## src/rtl/seq_det_prog_pkg.sv

```systemverilog
// Shared types and defaults for the programmable sequence detector.
// Contents:
//   seq_state_t : detector FSM state (DISABLED / FILLING / ARMED)
//   DEF_MAX_LEN : default maximum pattern length
//   LEN_W       : width of a length field for the default MAX_LEN
//   DEF_PAT     : pattern loaded at reset (LSB = most recent bit)
//   DEF_LEN     : pattern length loaded at reset
package seq_det_pkg;

  typedef enum logic [1:0] {
    DISABLED = 2'd0,
    FILLING  = 2'd1,
    ARMED    = 2'd2
  } seq_state_t;

  localparam int         DEF_MAX_LEN = 8;
  localparam int         LEN_W       = $clog2(DEF_MAX_LEN + 1);
  localparam logic [7:0] DEF_PAT     = 8'b0000_1011;
  localparam int         DEF_LEN     = 4;

endpackage

```

## src/rtl/seq_det_prog_if.sv

```systemverilog
// Bus bundle between the board control logic and the sequence detector.
// Signals:
//   code        : serial data bit
//   load        : latch pattern_in/len_in and restart matching
//   pattern_in  : new pattern, bit 0 = most recent bit
//   len_in      : new pattern length (clamped to MAX_LEN by the detector)
//   overlap     : 1 = overlapping matches, 0 = non-overlapping
//   sample_tick : strobe marking the cycle code is sampled
//   detected    : one-cycle match pulse
//   match_cnt   : saturating match count
// Modports: master drives the controls, slave is the detector.
interface seq_det_prog_if #(
  parameter int MAX_LEN = 8,
  parameter int CNT_W   = 8
) ();

  logic                           code;
  logic                           load;
  logic [MAX_LEN-1:0]             pattern_in;
  logic [$clog2(MAX_LEN+1)-1:0]   len_in;
  logic                           overlap;
  logic                           sample_tick;
  logic                           detected;
  logic [CNT_W-1:0]               match_cnt;

  modport master (
    output code, load, pattern_in, len_in, overlap,
    input  sample_tick, detected, match_cnt
  );

  modport slave (
    input  code, load, pattern_in, len_in, overlap,
    output sample_tick, detected, match_cnt
  );

endinterface

```

## src/rtl/seq_det_prog_tick_gen.sv

```systemverilog
// Free-running clock divider producing a one-cycle tick every DIV cycles.
// Ports:
//   clk_i  : clock, rising edge
//   rst_ni : asynchronous active-low reset
//   tick_o : high while the counter sits at DIV-1
// The first tick is in cycle DIV-1 after reset release.
module tick_gen #(
  parameter int DIV = 4
) (
  input  logic clk_i,
  input  logic rst_ni,
  output logic tick_o
);

  localparam int CW = (DIV > 1) ? $clog2(DIV) : 1;
  localparam logic [CW-1:0] LAST = CW'(DIV - 1);

  logic [CW-1:0] div_cnt_q, div_cnt_d;

  always_comb begin
    div_cnt_d = (div_cnt_q == LAST) ? '0 : div_cnt_q + CW'(1);
  end

  always_ff @(posedge clk_i or negedge rst_ni) begin
    if (!rst_ni) div_cnt_q <= '0;
    else         div_cnt_q <= div_cnt_d;
  end

  // Gated by reset so DIV=1 does not strobe while reset is held.
  assign tick_o = rst_ni & (div_cnt_q == LAST);

endmodule

```

## src/rtl/seq_det_prog.sv

```systemverilog
// Programmable serial sequence detector with integrated sample divider.
// One code bit is shifted in per sample tick; detected pulses for one
// cycle when the last len samples equal the loaded pattern.
// Ports:
//   CLK   : system clock, rising edge
//   RST_N : asynchronous active-low reset
//   bus   : seq_det_prog_if.slave (code/load/pattern_in/len_in/overlap in,
//           sample_tick/detected/match_cnt out)
// Build option: define SEQ_DET_COUNT_EN to build the saturating match
// counter; otherwise match_cnt is tied to zero.
module seq_det_prog
  import seq_det_pkg::*;
#(
  parameter int                 MAX_LEN = DEF_MAX_LEN,
  parameter int                 DIV     = 4,
  parameter logic [MAX_LEN-1:0] RST_PAT = MAX_LEN'(DEF_PAT),
  parameter int                 RST_LEN = DEF_LEN,
  parameter int                 CNT_W   = 8
) (
  input  logic         CLK,
  input  logic         RST_N,
  seq_det_prog_if.slave bus
);

  localparam int LW = $clog2(MAX_LEN + 1);
  localparam logic [LW-1:0] RST_LEN_C =
    (RST_LEN > MAX_LEN) ? LW'(MAX_LEN) : LW'(RST_LEN);
  localparam seq_state_t RST_STATE = (RST_LEN_C == '0) ? DISABLED : FILLING;

  function automatic logic [LW-1:0] clamp_len(input logic [LW-1:0] l);
    if (l > LW'(MAX_LEN)) return LW'(MAX_LEN);
    return l;
  endfunction

  function automatic logic [MAX_LEN-1:0] len_mask(input logic [LW-1:0] l);
    logic [MAX_LEN-1:0] m;
    for (int i = 0; i < MAX_LEN; i++) m[i] = (i < int'(l));
    return m;
  endfunction

  function automatic seq_state_t state_of(input logic [LW-1:0] f,
                                          input logic [LW-1:0] l);
    if (l == '0) return DISABLED;
    if (f < l)   return FILLING;
    return ARMED;
  endfunction

  logic tick;

  tick_gen #(.DIV(DIV)) u_tick_gen (
    .clk_i  (CLK),
    .rst_ni (RST_N),
    .tick_o (tick)
  );

  seq_state_t         state_q, state_d;
  logic [MAX_LEN-1:0] pat_q, pat_d;
  logic [MAX_LEN-1:0] sh_q, sh_d, sh_nx;
  logic [LW-1:0]      len_q, len_d;
  logic [LW-1:0]      fill_q, fill_d, fill_nx;
  logic               det_q, det_d;
  logic               hit;

  // State register
  always_ff @(posedge CLK or negedge RST_N) begin
    if (!RST_N) begin
      state_q <= RST_STATE;
      pat_q   <= RST_PAT;
      len_q   <= RST_LEN_C;
      sh_q    <= '0;
      fill_q  <= '0;
      det_q   <= 1'b0;
    end else begin
      state_q <= state_d;
      pat_q   <= pat_d;
      len_q   <= len_d;
      sh_q    <= sh_d;
      fill_q  <= fill_d;
      det_q   <= det_d;
    end
  end

  // Next-state logic; load has priority over a coincident sample tick.
  always_comb begin
    pat_d   = pat_q;
    len_d   = len_q;
    sh_d    = sh_q;
    fill_d  = fill_q;
    det_d   = 1'b0;
    hit     = 1'b0;
    sh_nx   = {sh_q[MAX_LEN-2:0], bus.code};
    fill_nx = (fill_q < len_q) ? fill_q + LW'(1) : len_q;

    if (bus.load) begin
      pat_d  = bus.pattern_in;
      len_d  = clamp_len(bus.len_in);
      sh_d   = '0;
      fill_d = '0;
    end else if (tick) begin
      sh_d = sh_nx;
      if (state_q != DISABLED) begin
        // Compare only once a full window of len samples is present.
        hit    = (fill_nx == len_q) &&
                 (((sh_nx ^ pat_q) & len_mask(len_q)) == '0);
        fill_d = (hit && !bus.overlap) ? '0 : fill_nx;
        det_d  = hit;
      end
    end

    state_d = state_of(fill_d, len_d);
  end

`ifdef SEQ_DET_COUNT_EN
  logic [CNT_W-1:0] cnt_q, cnt_d;

  function automatic logic [CNT_W-1:0] sat_inc(input logic [CNT_W-1:0] c);
    if (&c) return c;
    return c + CNT_W'(1);
  endfunction

  always_comb begin
    cnt_d = cnt_q;
    if (bus.load)  cnt_d = '0;
    else if (hit)  cnt_d = sat_inc(cnt_q);
  end

  always_ff @(posedge CLK or negedge RST_N) begin
    if (!RST_N) cnt_q <= '0;
    else        cnt_q <= cnt_d;
  end
`endif

  // Output logic
  always_comb begin
    bus.sample_tick = tick;
    bus.detected    = det_q;
`ifdef SEQ_DET_COUNT_EN
    bus.match_cnt   = cnt_q;
`else
    bus.match_cnt   = '0;
`endif
  end

endmodule

```

## src/flat_wrapper.sv

```systemverilog
// flat-port wrapper written by rule: the top's interface ports become plain ports
module seq_det_prog_flat import seq_det_pkg::*;
#(
  parameter int                 MAX_LEN = DEF_MAX_LEN,
  parameter int                 DIV     = 4,
  parameter logic [MAX_LEN-1:0] RST_PAT = MAX_LEN'(DEF_PAT),
  parameter int                 RST_LEN = DEF_LEN,
  parameter int                 CNT_W   = 8
)
  (CLK, RST_N, bus_code, bus_load, bus_pattern_in, bus_len_in, bus_overlap, bus_sample_tick, bus_detected, bus_match_cnt);
  seq_det_prog_if #(.MAX_LEN(MAX_LEN), .CNT_W(CNT_W)) bus_i ();
  input  logic CLK;
  input  logic RST_N;
  input wire logic [$bits(bus_i.code)-1:0] bus_code;
  input wire logic [$bits(bus_i.load)-1:0] bus_load;
  input wire logic [$bits(bus_i.pattern_in)-1:0] bus_pattern_in;
  input wire logic [$bits(bus_i.len_in)-1:0] bus_len_in;
  input wire logic [$bits(bus_i.overlap)-1:0] bus_overlap;
  output wire logic [$bits(bus_i.sample_tick)-1:0] bus_sample_tick;
  output wire logic [$bits(bus_i.detected)-1:0] bus_detected;
  output wire logic [$bits(bus_i.match_cnt)-1:0] bus_match_cnt;
  assign bus_i.code = bus_code;
  assign bus_i.load = bus_load;
  assign bus_i.pattern_in = bus_pattern_in;
  assign bus_i.len_in = bus_len_in;
  assign bus_i.overlap = bus_overlap;
  assign bus_sample_tick = bus_i.sample_tick;
  assign bus_detected = bus_i.detected;
  assign bus_match_cnt = bus_i.match_cnt;
  seq_det_prog #(.MAX_LEN(MAX_LEN), .DIV(DIV), .RST_PAT(RST_PAT), .RST_LEN(RST_LEN), .CNT_W(CNT_W)) u_core (.CLK(CLK), .RST_N(RST_N), .bus(bus_i));
endmodule
```

## config.mk

```make
export PLATFORM = sky130hd
export DESIGN_NAME = seq_det_prog_flat
export DESIGN_NICKNAME = d
export VERILOG_FILES = /design/src/rtl/seq_det_prog_pkg.sv /design/src/rtl/seq_det_prog_if.sv /design/src/rtl/seq_det_prog_tick_gen.sv /design/src/rtl/seq_det_prog.sv /design/src/flat_wrapper.sv
export SDC_FILE = /design/constraint.sdc
export NUM_CORES = 1
export LEC_CHECK = 0
export CORE_MARGIN = 2
export CORE_UTILIZATION = 45
export DETAILED_ROUTE_END_ITERATION = 12
export HOLD_SLACK_MARGIN = 0.1
export PLACE_DENSITY = 0.74
export SLEW_MARGIN = 10
export SYNTH_ARGS = -nofsm -noshare
export SYNTH_HDL_FRONTEND = slang
export SYNTH_HIERARCHICAL = 1
export SYNTH_SLANG_ARGS = --single-unit
export TNS_END_PERCENT = 50
```

## constraint.sdc

```tcl
create_clock -name CLK -period 2.9 [get_ports CLK]
set_input_delay 0.435 -clock CLK [delete_from_list [all_inputs] [get_ports CLK]]
set_output_delay 0.435 -clock CLK [all_outputs]
set_load 0.01 [all_outputs]
```

# After elaboration in Yosys (flattened, before gate mapping)
# Index checks and enable logic that the tools add are counted.
# Widths: inputs -> output; s select.
# word_totals
ff_bits	28
output_inout_bits	10
elab_cells	55
# op_classes
addsub	2
n_lt_le_gt_ge	11
eq_ne	2
muxes	23
n_bitwise	3
n_reduce_logical	7
# ops
cell	n
$mux 4	8
$lt 3x4->1 const A	4
$mux 7	2
$mux 2	5
$and 8x8->8	1
$logic_not 8->1	1
$lt 1x4->1 const A	2
$lt 2x4->1 const A	2
$lt 4x4->1	2
$mux 1	8
$xor 8x8->8	1
$add 4x1->4 const B	1
$eq 4x4->1	1
$gt 4x4->1 const B	1
$logic_not 4->1	1
$reduce_bool 2->1	2
$add 2x1->2 const B	1
$eq 2x2->1 const B	1
$logic_and 1x1->1	2
$and 1x1->1	1
$logic_not 1->1	1

# Depth between registers and ports, before layout
# depth
ltp_word	14
ltp_mapped	14
depth_no_buf	13

# Modules after synthesis
# Netlist, hierarchy kept.
# modules_own_cells
module	instances	cells_per_inst	area_per_inst_um2	seq_area_each_um2
seq_det_prog	1	160	1682.9	656.9
tick_gen	1	5	72.6	50.0

# Worst setup path before layout
# OpenSTA, ideal clock, no wires.
# synth_timing
path_type	register to register
from	register u_core.len_q[2]
to	register u_core.state_q[1]
setup_ps	76
t_arrival_ps	3051
required_time_ps	2824
path_slack_ps	-227
path_stages_with_launch	14
path_cell_list	dfstp_2 inv_1 ha_1 or3_1 o21ai_0 o22ai_1 and3_4 o31ai_1 ha_1 o21a_1 o21ai_0 a32oi_1 or4b_1 o21ai_1
# synth_between
elab_chain_cells	14
word_cells_on_any_way	28
cone_classes	order compare (10); eq/ne (1); mux (12); bitwise (1); reduce/logical (4)
# synth_lines
item	line_no	text
start: declaration	seq_det_prog.sv:59	logic [LW-1:0] len_q, len_d;
start signal: assignment	seq_det_prog.sv:76	len_q <= len_d;
$lt 4x4->1, or another cell as far along	seq_det_prog.sv:92	fill_nx = (fill_q < len_q) ? fill_q + LW'(1) : len_q;
$mux 4 or $and 8x8->8 (tied branches)	seq_det_prog.sv:92, seq_det_prog.sv:104	
$eq 4x4->1 or $logic_not 8->1 (tied branches)	seq_det_prog.sv:103, seq_det_prog.sv:104	
$logic_and 1x1->1	seq_det_prog.sv:103	hit = (fill_nx == len_q) &&
$logic_and 1x1->1	seq_det_prog.sv:105	fill_d = (hit && !bus.overlap) ? '0 : fill_nx;
$mux 4 (*)	seq_det_prog.sv:105	
$mux 4 (*)	seq_det_prog.sv:101	if (state_q != DISABLED) begin
$mux 4 (*)	seq_det_prog.sv:99	end else if (tick) begin
$mux 4 (*)	seq_det_prog.sv:94	if (bus.load) begin
net u_core.fill_d[1]	seq_det_prog.sv:60	logic [LW-1:0] fill_q, fill_d, fill_nx;
$lt 4x4->1 (*)	seq_det_prog.sv:44	if (f < l) return FILLING;
$mux 1 (2 in a row)	seq_det_prog.sv:44	
$mux 2 (*)	seq_det_prog.sv:45	return ARMED;
$mux 2 (*)	seq_det_prog.sv:44	
net u_core.state_d[1]	seq_det_prog.sv:56	seq_state_t state_q, state_d;
end signal: assignment	seq_det_prog.sv:74	state_q <= state_d;
end: declaration	seq_det_prog.sv:56	
# The timed path passes the listed nets; every way through them passes the cells marked *. The select of a mux whose other input is x is not followed.
# A chain may end at the register's enable or synchronous reset.

# Worst setup path after layout
# Same ends and word-level chain as after synthesis.

==> metrics.cfg <==
[run_status]
status = finished with violations
violations = negative setup slack

[routing]
vias = 1459
first_pass_iters = 4
drt-initial-drc-count = 25
viasPerCell = 5.55
wl_per_cell_um = 16.9
routed_wl_um = 4430
drc = 0
ant_nets = 0

[cts]
holdBufCountCts = 0
worstSkewPairLatency_ns = 0.28
cts_root_buf = clkbuf_8
h-tree-depth = 1
cts.sinks = 28
tritoncts = built
clkTransAtPathRegs_ns = 0.10
clockBufferDepth = 2
cts-buffers-inserted = 3

[power_and_ir_drop]
swShare = 0.311
pwr-share-seq = 0.358
clock_power_share = 0.242
p_leak_nw = 1.02
comb_power_share = 0.400
internal-power_mw = 0.892
p_switching_mw = 0.403
cellPowerDensity_nw_per_um2 = 540
peakVddDrop_uv = 283

[min_path]
hp-class = register to register

[synthesis]
synth_top_cell_by_area = dfrtp_1
yosysSeqAreaShare = 0.403
syn_area_per_cell_um2 = 10.6
ys.flop_type = dfrtp_1
synthesis.area_um2 = 1760
yosysWarnings = 6
ys_top_cells_by_area = dfrtp_1 33%, dfstp_2 7.5%, ha_1 5.7%
yosys.area.top_type_share = 0.328
syn_inst = 165
yosysUniqueCellTypes = 48
synth-seq-cells = 28
synth_edf_count = 0
async_flop_share = 1.00

[setup_path]
cp_top_family = simple AND/OR/NAND/NOR gates
cpMostUsedCell = o21ai_2
cp_data_required_time_ns = 3.11
end_kind = register
worst-path-max-fanout = 4
critPathKind = register to register
slowest_delay_ns = 0.55
crit_buf_inv = 1
cp.arrival_ns = 3.30
cp_slowest_cell = dfstp_2
setup.worst_path.start_class = register
worstPathCellList = inv_2 -> ha_4 -> or3_4 -> o21ai_4 -> o22ai_2 -> and3_4 -> o31ai_4 -> ha_2 -> o21a_1 -> o21ai_2 -> a32oi_2 -> or4b_1 -> o21ai_2

[layout]
area_growth_pct = 36.8
nFillCells = 273
n_antenna_cell = 0
fin_nets = 241
layout-drive-gt1-share = 0.381

[place]
gp_congestion = 0.980
dpl.hpwl_um = 3260
dp_slack_ns = -0.379
port_buffers = 18

[floorplan]
coreArea_um2 = 3720
pin_count = 27
chipHeight_um = 66.5
rows = 22
die_area_um2 = 4420
start_util = 0.472
dieWidth_um = 66.5

[timing]
period_minus_slack_ns = 3.09
max_freq_mhz = 324
setup_viol = 2
tns_ns = -0.234
rsz0062_at_grt = true
period_share = 1.06
finalHoldViolCount = 0
fin_ws_ns = -0.188
drv_slew = 0
fin_worst_skew_ns = 0.00333

[global_routing]
grt_antenna_before_repair = 0
grt_pass1_vias = 1615
grt_pass1_wl_um = 7410
gr-total-overflow = 0
grt_usage = 0.224
grt_max_degree = 29

[job]
maxCapViolCount = 0

==> sequential cells by signal, summed over array words and instances, names as in the netlist <==
name / flops
u_core/bus.detected: 1
u_core/fill_q: 4
u_core/len_q: 4
u_core/pat_q: 8
u_core/sh_q: 7
u_core/state_q: 2
u_core/u_tick_gen/div_cnt_q: 2
==> worst paths after layout <==
check                      cells after the start  slack, ns                              to                            from
max                                           13      -0.19               u_core/state_q[1]                 u_core/len_q[2]
min                                            1       0.43  u_core/u_tick_gen/div_cnt_q[0]  u_core/u_tick_gen/div_cnt_q[0]
max reg2reg                                   13      -0.19               u_core/state_q[1]                 u_core/len_q[2]
min reg2reg                                    1       0.43  u_core/u_tick_gen/div_cnt_q[0]  u_core/u_tick_gen/div_cnt_q[0]
max in group asynchronous                      2       2.03                 u_core/len_q[2]                           RST_N
min in group asynchronous                      2       0.56                 u_core/pat_q[7]                           RST_N
==> logic make-up after synthesis <==
logic type	synth area share
and+or+nand+nor	0.137
AOI/OAI and AO/OA	0.155
DFF	0.403
buffers and inverters	0.0663
muxes	0.103
xor gates and xnor gates	0.0777
adders and majority gates	0.0570
other	0.00214
==> per-stage QoR <==
step	area [um^2]	utilization	power (mW)	hold slack [ns]	std cells
3_5_place_dp	2200	0.593	0.915	0.417	253
2_1_floorplan	1840	-	0.754	0.139	172
4_1_cts	2350	0.633	1.27	0.431	262
3_3_place_gp	2200	0.593	0.903	0.413	253
5_1_grt	2400	0.646	1.36	0.443	263
6_report	2400	0.646	1.30	0.429	263
==> cells in the mapped netlist (3+ instances only) <==
cell type	count
dfrtp_1	23
buf_4	11
xnor2_1	11
mux2i_1	9
nor2_1	9
ha_1	8
mux2_2	8
a21oi_1	7
o21ai_0	7
nand2_1	6
dfstp_2	5
inv_1	5
nand3_1	4
nor3_1	4
o22ai_1	4
o21a_1	3
o31ai_1	3
==> layout make-up <==
| cell class | instances | area [um^2] | area share |
|---|---|---|---|
| inverter | 7 | 26.3 | 0.0109 |
| tap | 48 | 60.1 | 0.0250 |
| multi-input combinational | 124 | 1100 | 0.459 |
| clock inverter | 1 | 30.0 | 0.0125 |
| clock buffer | 3 | 41.3 | 0.0172 |
| timing repair buffer | 52 | 435 | 0.181 |
| sequential | 28 | 707 | 0.294 |
==> routing by layer <==
layer,GRT usage,share of wire,wire length (um)
met1,0.276,0.43,1890
met2,0.385,0.50,2240
met3,0.0236,0.038,170
met4,0.117,0.030,133
met5,0,0,0
==> power groups by stage <==
stage,Combinational (mW),Clock [mW],Sequential (mW)
6_report,0.518,0.314,0.464
5_1_grt,0.556,0.334,0.468
4_1_cts,0.489,0.319,0.464
3_5_place_dp,0.446,0,0.469
3_3_place_gp,0.437,0,0.467
2_1_floorplan,0.285,0,0.470
==> worst register-to-register path, delay by kind of cell, from the launching register on <==
kind,cells,cell delay [ns]
AO/OA/AOI/OAI,7,0.93
AND/OR/NAND/NOR,3,1.07
flip-flops,1,0.55
adder cells (fa/ha/maj),2,0.43
buffers and inverters,1,0.05
==> repair_timing <==
action,CTS,global route
pin swaps,10,5
setup buffers,5,1
gates resized for setup,4,7
setup endpoints to repair,2,2
==> cell usage in the layout, fill, tap and decap left out, types with 4 or more instances in the layout <==
cell type and count:
a21oi_1 6, mux2_2 8, inv_1 4, nor3_1 4, mux2i_1 9, buf_4 34, dfstp_2 5, clkdlybuf4s50_1 18
xnor2_1 11, nand3_1 4, o21ai_0 5, nand2_1 5, conb_1 8, dfrtp_1 23, nor2_1 9
(Power assumes the default switching activity.)
